## config.mk

```make
export PLATFORM = sky130hd
export DESIGN_NAME = demux_route_buffer
export DESIGN_NICKNAME = d
export VERILOG_FILES = /design/src/rtl/demux_pkg.sv /design/src/rtl/route_fifo.sv /design/src/rtl/demux_route_buffer.sv
export SDC_FILE = /design/constraint.sdc
export NUM_CORES = 1
export LEC_CHECK = 0
export CAP_MARGIN = 30
export CORE_MARGIN = 2
export CORE_UTILIZATION = 55
export DETAILED_ROUTE_END_ITERATION = 16
export GPL_ROUTABILITY_DRIVEN = 0
export HOLD_SLACK_MARGIN = 0.1
export PLACE_DENSITY = 0.8
export SYNTH_ARGS = -nofsm -noshare
export SYNTH_HDL_FRONTEND = slang
export SYNTH_SLANG_ARGS = --single-unit
```

## constraint.sdc

```tcl
create_clock -name clk -period 3 [get_ports clk]
set_input_delay 0.9 -clock clk [delete_from_list [all_inputs] [get_ports clk]]
set_output_delay 0.9 -clock clk [all_outputs]
set_load 0.02 [all_outputs]
```

## src/rtl/demux_pkg.sv

```systemverilog
// Shared definitions for the demux routing path: branch-select encoding and
// default sizing used by the route buffer and its per-branch FIFOs.
package demux_pkg;

  // Encoding of the in_sel branch-select bit.
  typedef logic sel_t;
  localparam sel_t SEL_OUT0 = 1'b0;
  localparam sel_t SEL_OUT1 = 1'b1;

  // Default sizing for the routing stage.
  localparam int DEF_DATA_W = 8;
  localparam int DEF_DEPTH  = 4;

endpackage

```

## src/rtl/route_fifo.sv

```systemverilog
// Single-clock show-ahead FIFO for one branch of the route buffer.
// Full and empty come from the occupancy counter; pointers wrap modulo DEPTH.
// head_data is forced to zero while the FIFO is empty so idle outputs are clean.
module route_fifo
  import demux_pkg::*;
#(
  parameter  int DATA_W = DEF_DATA_W,
  parameter  int DEPTH  = DEF_DEPTH,
  localparam int PTR_W  = $clog2(DEPTH),
  localparam int CNT_W  = $clog2(DEPTH) + 1
) (
  input  logic              clk,
  input  logic              rst_n,
  input  logic              push,
  input  logic [DATA_W-1:0] push_data,
  output logic              full,
  input  logic              pop,
  output logic [DATA_W-1:0] head_data,
  output logic              valid,
  output logic [CNT_W-1:0]  count
);

  logic [DATA_W-1:0] mem [DEPTH];
  logic [PTR_W-1:0]  wr_ptr;
  logic [PTR_W-1:0]  rd_ptr;
  logic [CNT_W-1:0]  cnt;
  logic              do_push;
  logic              do_pop;

  assign full    = (cnt == CNT_W'(DEPTH));
  assign valid   = (cnt != '0);
  // A full FIFO never accepts, even if a pop happens in the same cycle.
  assign do_push = push && !full;
  // Pops on an empty FIFO are ignored.
  assign do_pop  = pop && valid;

  assign head_data = valid ? mem[rd_ptr] : '0;
  assign count     = cnt;

  // Storage write; contents are deliberately left unreset.
  always_ff @(posedge clk) begin
    if (do_push) begin
      mem[wr_ptr] <= push_data;
    end
  end

  // Pointer and occupancy tracking; push and pop together keep the count.
  always_ff @(posedge clk or negedge rst_n) begin
    if (!rst_n) begin
      wr_ptr <= '0;
      rd_ptr <= '0;
      cnt    <= '0;
    end else begin
      if (do_push) begin
        wr_ptr <= wr_ptr + 1'b1;
      end
      if (do_pop) begin
        rd_ptr <= rd_ptr + 1'b1;
      end
      case ({do_push, do_pop})
        2'b10:   cnt <= cnt + 1'b1;
        2'b01:   cnt <= cnt - 1'b1;
        default: cnt <= cnt;
      endcase
    end
  end

endmodule

```

## src/rtl/demux_route_buffer.sv

```systemverilog
// Buffered 1-to-2 steering stage: each incoming word is queued into the FIFO
// named by in_sel, and each FIFO drains independently so a stalled consumer on
// one branch never blocks the other.
//
// Handshakes: a transfer happens on a rising clock edge exactly when valid and
// ready are both high. in_ready depends only on in_sel and registered
// occupancy, never on out*_ready, so no combinational ready path exists.
// outN_valid depends only on registered occupancy.
module demux_route_buffer
  import demux_pkg::*;
#(
  parameter  int DATA_W = DEF_DATA_W,
  parameter  int DEPTH  = DEF_DEPTH,
  localparam int CNT_W  = $clog2(DEPTH) + 1
) (
  input  logic              clk,
  input  logic              rst_n,
  input  logic              in_valid,
  output logic              in_ready,
  input  logic              in_sel,
  input  logic [DATA_W-1:0] in_data,
  output logic              out0_valid,
  input  logic              out0_ready,
  output logic [DATA_W-1:0] out0_data,
  output logic              out1_valid,
  input  logic              out1_ready,
  output logic [DATA_W-1:0] out1_data,
  output logic [CNT_W-1:0]  count0,
  output logic [CNT_W-1:0]  count1
);

  logic full0;
  logic full1;
  logic push0;
  logic push1;
  logic accept;

  // Ready reflects only the branch currently addressed by in_sel.
  assign in_ready = (in_sel == SEL_OUT1) ? !full1 : !full0;
  assign accept   = in_valid && in_ready;
  assign push0    = accept && (in_sel == SEL_OUT0);
  assign push1    = accept && (in_sel == SEL_OUT1);

  route_fifo #(
    .DATA_W (DATA_W),
    .DEPTH  (DEPTH)
  ) u_fifo0 (
    .clk       (clk),
    .rst_n     (rst_n),
    .push      (push0),
    .push_data (in_data),
    .full      (full0),
    .pop       (out0_ready),
    .head_data (out0_data),
    .valid     (out0_valid),
    .count     (count0)
  );

  route_fifo #(
    .DATA_W (DATA_W),
    .DEPTH  (DEPTH)
  ) u_fifo1 (
    .clk       (clk),
    .rst_n     (rst_n),
    .push      (push1),
    .push_data (in_data),
    .full      (full1),
    .pop       (out1_ready),
    .head_data (out1_data),
    .valid     (out1_valid),
    .count     (count1)
  );

endmodule

```

* Word-level counts from Yosys, hierarchy flattened
Memory sizes are Yosys's and may differ from the RTL's.
Index checks and enable logic that the tools add are counted.
** Storage, ports and cells
- Register bits :: 14
- Latch bits :: 0
- Bits in writable memories :: 64
- Memory bits (read-only) :: 0
- Input bits :: 14
- Output and inout port bits :: 25
- Logic and storage cells :: 45
- Memories kept :: 2
** Memory list
- u_fifo0.mem :: depth 4, bits a word 8, rd ports 1, clocked after memory_dff 0, wr ports 1, line route_fifo.sv:23 : logic [DATA_W-1:0] mem [DEPTH];
- u_fifo1.mem :: depth 4, bits a word 8, rd ports 1, clocked after memory_dff 0, wr ports 1, line route_fifo.sv:23
** Cells by class
- Add/subtract/negate cells :: 8
- Multiply operators :: 0
- Div/mod/pow operators :: 0
- Magnitude comparators :: 0
- Equal/unequal tests :: 6
- Shift operators :: 0
- Mux-type cells :: 9
- Bitwise operators :: 1
- Reductions and logical operators :: 13
** Operators by type and width (number)
- $mux 8 :: 2
- $pmux 3 s2 :: 2
- $add 2x1->2 const B :: 4
- $logic_and 1x1->1 :: 7
- $add 3x1->3 const B :: 2
- $eq 3x3->1 const B :: 2
- $reduce_bool 3->1 :: 2
- $sub 3x1->3 const B :: 2
- $mux 1 :: 5
- $eq 2x1->1 const B :: 2
- $eq 2x2->1 const B :: 2
- $reduce_bool 2->1 :: 2
- $logic_not 1->1 :: 2
- $not 1->1 :: 1

* Logic depth before layout (Yosys ltp)
- Word-level depth :: 8
- Depth in mapped cells :: 10
- Mapped depth without buffers :: 9

* Hierarchy
A second synthesis with hierarchy kept.
** Unflattened totals
- Cells, all modules :: 179
- Area total of the unflattened synthesis :: 3331.9 um2
** By module, submodules not included
- route_fifo :: times used 2, cells an instance 88, area an instance 1652.8 um2, seq. area each 1136.1 um2
- demux_route_buffer :: times used 1, cells an instance 3, area an instance 26.3 um2, seq. area each 0.0 um2

* Worst setup path after synthesis
No wires, ideal clock.
- Path type :: register to output
- Start :: reg u_fifo0.cnt[1] (netlist: u_fifo0.count[1])
- End :: out out0_data[0]
- Arrival time :: 1.438 ns
- Required time :: 2.100 ns
- Path slack :: 0.662 ns
- Stages on the path, launching flop included :: 4
- Buffers on the path :: 1
- Cells stage by stage :: dfrtp_1 > or3_2 > clkbuf_1 > and2_1
** On the way
- Longest elaborated chain between the ends :: 2
** Ends and longest elaborated chain
- start, declared :: line route_fifo.sv:26 : logic [CNT_W-1:0] cnt;
- start signal, assigned :: line route_fifo.sv:61 : 2'b10: cnt <= cnt + 1'b1;
- start signal, assigned :: line route_fifo.sv:62 : 2'b01: cnt <= cnt - 1'b1;
- start signal, assigned :: line route_fifo.sv:63 : default: cnt <= cnt;
- $reduce_bool 3->1 :: line route_fifo.sv:31 : assign valid = (cnt != '0);
- named net out0_valid :: line demux_route_buffer.sv:22 : output logic out0_valid,
- $mux 8 :: line route_fifo.sv:37 : assign head_data = valid ? mem[rd_ptr] : '0;
- end, declared :: line demux_route_buffer.sv:24 : output logic [DATA_W-1:0] out0_data,
The timed path passes the listed nets, and every way through them passes these cells.

* Worst setup path after layout
- Start :: in in_sel
- End :: out in_ready
** On the way
- Longest elaborated chain between the ends :: 1
** Ends and longest elaborated chain
- start, declared :: line demux_route_buffer.sv:20 : input logic in_sel,
- $mux 1 :: line demux_route_buffer.sv:39 : assign in_ready = (in_sel == SEL_OUT1) ? !full1 : !full0;
- end, declared :: line demux_route_buffer.sv:19 : output logic in_ready,
Every way passes these cells.

==> results by group <==
Status
  • Run status: complete, no violations

STA
  • RSZ-0062 raised after global routing: false
  • Worst Max-Slew Pin Slew: 622 ps
  • Worst clock skew on the final layout: about 6.3 ps
  • Final critical path time including I/O delays and setup: 2870 ps
  • Tightest slew margin relative to the limit: between 50% and 60%
  • Worst hold slack: around 520 ps
  • Number of failing setup endpoints in the final timing report: 0
  • Hold Vio Cnt, Final: 0
  • Setup TNS Final: 0 ps
  • Setup WS post-layout: around 130 ps
  • Fmax: approximately 350 MHz
  • Final-report max-slew violation count: 0
  • Period Utilization, post-route: 95.7%

Clock network
  • Largest buffer count on any clock path: 2
  • CTS sink count: a little under 80
  • Library cell used as clock root buffer: clkbuf_8
  • Worst-Skew Late Latency: about 330 ps
  • Hold-fix buffers, CTS: 0
  • Depth of the CTS H-tree: 3
  • CTS clock-pin slew for the worst setup and hold paths: 80 ps
  • Clock tree from TritonCTS: done
  • Number of clock buffers inserted by TritonCTS: 9

Place
  • Setup Slack @ Placement: -150 ps
  • Port-buffer cells: 38
  • HPWL after detailed placement: 3640 um

Min path
  • Worst min path class: reg -> reg

Setup path
  • Critical Path Sink Type: output port
  • Required time reported for the critical path endpoint: between 2000 and 2500 ps
  • Data arrival time of the critical path: between 1500 and 2000 ps
  • CP max stage cell: clkdlybuf4s50_1
  • Nature of the critical path startpoint: primary input
  • Critical path type: in -> out
  • Critical Path Fanout Max: 4
  • Critical Path Max Stage Delay: about 520 ps
  • List of cells traversed by the critical path: clkdlybuf4s50_1 -> nor2_1 -> a31oi_1 -> dlygate4sd2_1

Power and ir drop
  • Internal power: ~0.0026 W
  • Share of total power in combinational logic: just over 40%
  • Power consumption: 0.00384 W
  • Share of total power in the clock network: a little under a fifth
  • Total power density per cell area: just under 1000 nW/um^2
  • Proportion of power drawn by flip-flops and latches: about 40%
  • Total net switching power: between 0.001 and 0.0015 W
  • IR drop worst, VDD: approximately 0.64 mV
  • Sw Share: 33.1%
  • Static power due to leakage: ~1.5 nW

Synth
  • Total nets after synthesis: 206
  • Most area-consuming cells after synthesis: edfxtp_1 (59%), mux4_2 (11%), dfrtp_1 (11%)
  • Area fraction of the dominant cell type after synthesis: 58.8%
  • Mean instance size in the synthesized netlist: ~18 um^2
  • Leading cell type by number of instances after synthesis: edfxtp_1
  • Synth Cell Area: 3270 um^2
  • Synthesized instance count: 180
  • Number of library cell types mapped by synthesis: 25
  • Async set-reset flop share out of synthesis: between 10% and 20%
  • Cell type contributing the most total cell area after synthesis: edfxtp_1
  • Sequential element share of the synthesized area: between 60% and 70%
  • Most used DFF post-synth: edfxtp_1
  • YS warnings: 0
  • Number of storage elements in the synthesis netlist: 78
  • Top post-synthesis cells by count: edfxtp_1 (64), and2_1 (22), mux4_2 (16)
  • Number of enable flip-flop cells after synthesis: 64

Flow run
  • Max-capacitance violation count: 0

Global routing
  • Global route total overflow: 0
  • Number of antenna violations at the first check in global routing: 0
  • Pin count of the biggest net entering global routing: 15
  • Global-route wire length before repair: about 8400 um
  • Number of global-route vias before repair: 1697
  • GRT Overall Usage: between 10% and 20%

Floorplanning
  • Starting density of the core: between 50% and 60%
  • Die W: roughly 80 um
  • Count of boundary I/O pins: 39
  • Overall die height: roughly 80 um
  • Row cnt: 28
  • Area of the core region: 5820 um^2
  • Die area: approximately 6600 um^2

Routing
  • Wirelength per Cell: between 15 and 20 um
  • Post-detailed-route count of antenna-violating nets: 0
  • Detailed-route via count: roughly 1.7k
  • Count of TritonRoute iterations in the first routing pass: 4
  • Detail-routed via count per cell: between 5 and 6
  • Detailed-route DRC error count: 0
  • Total length of routed wires: roughly 5300 um
  • DR iter-0 viols: 122

Cells and area
  • Number of antenna cells inserted: 0
  • Share of the core filled with cells: approximately 68%
  • Final-stage net count: approximately 250
  • Share of final-layout standard cells stronger than drive strength 1: between 10% and 20%
  • Post-synthesis to final-layout area growth: 21.4%
[cell families after synthesis]
family / synth area share, %
compound gates: 0.344
xor+xnor: 3.21
fa+ha+maj: 5.05
buf+inv: 2.49
flops: 69.5
mux: 12.4
simple gates: 6.97
[per-stage QoR]
step | std cells | instance area (um^2)
after floorplan | 180 | 3270
after global placement | 290 | 3760
after detailed placement | 290 | 3760
after CTS | 307 | 3950
after global routing | 307 | 3970
final | 307 | 3970
[sequential cells by signal, summed over array words and instances, names as in the netlist]
name            count
u_fifo0.count       3
u_fifo0.mem        32
u_fifo0.rd_ptr      2
u_fifo0.wr_ptr      2
u_fifo1.count       3
u_fifo1.mem        32
u_fifo1.rd_ptr      2
u_fifo1.wr_ptr      2
[placed cells by master, fill, tap and decap left out, drive strengths merged, types with 4 or more instances in the layout]
cell	synthesis	routed
edfxtp	64	64
and2	26	26
clkdlybuf4s50	0	21
mux4	16	16
dfrtp	14	14
inv	12	12
ha	10	10
dlygate4sd2	0	10
clkbuf	4	9
dlymetal6s2s	0	7
xnor2	6	6
xor2	6	6
buf	3	5
nor2	4	4
clkinv	0	4
[power groups by stage]
| stage | Combinational [W] | Sequential (W) | Clock, W |
|---|---|---|---|
| 2_1_floorplan | 0.00102 | 0.00153 | 0 |
| 3_3_place_gp | 0.00161 | 0.00156 | 0 |
| 3_5_place_dp | 0.00165 | 0.00157 | 0 |
| 4_1_cts | 0.00160 | 0.00155 | 0.000751 |
| 5_1_grt | 0.00170 | 0.00157 | 0.000796 |
| 6_report | 0.00156 | 0.00154 | 0.000736 |
[final cells by class]
| type | instances | area (um^2) |
|---|---|---|
| Clock buffer | 9 | 124 |
| Sequential cell | 78 | 2270 |
| Tap cell | 75 | 93.8 |
| Fill cell | 412 | 1850 |
| Timing Repair Buffer | 43 | 448 |
| Multi-Input combinational cell | 83 | 920 |
| Inverter | 12 | 45.0 |
| Clock inverter | 7 | 65.1 |
[what timing repair did]
action	4_1_cts	5_1_grt
buffers inserted	1	0
setup endpoints to repair	17	7
gates resized for setup	11	7
hold endpoints to repair	0	0
pin swaps	0	0
[critical path, delay by kind of cell]
kind                   cells  cell delay [ps]
and+or+nand+nor            1               60
AOI/OAI and AO/OA          1              140
buffers and inverters      2              870
[worst paths after layout]
check | from | depth (start not counted) | slack [ps] | end
max in group asynchronous | rst_n | 1 | 1640 | u_fifo1.wr_ptr[1]
setup reg to reg | u_fifo1.count[0] | 8 | 800 | u_fifo1.count[2]
hold reg to reg | u_fifo0.count[2] | 1 | 520 | u_fifo0.count[2]
min in group asynchronous | rst_n | 1 | 950 | u_fifo0.count[1]
hold / removal | u_fifo0.count[2] | 1 | 520 | u_fifo0.count[2]
setup / recovery | in_sel | 4 | 130 | in_ready
[layer usage]
layer	global-route usage (%)	vias up	wire [um]
met3	5.11	2	295
met1	23.2	845	2210
met4	6.10	0	19
met5	0	-	0
met2	30.2	50	2760
li1	-	753	-
(Power assumes the default switching activity.)
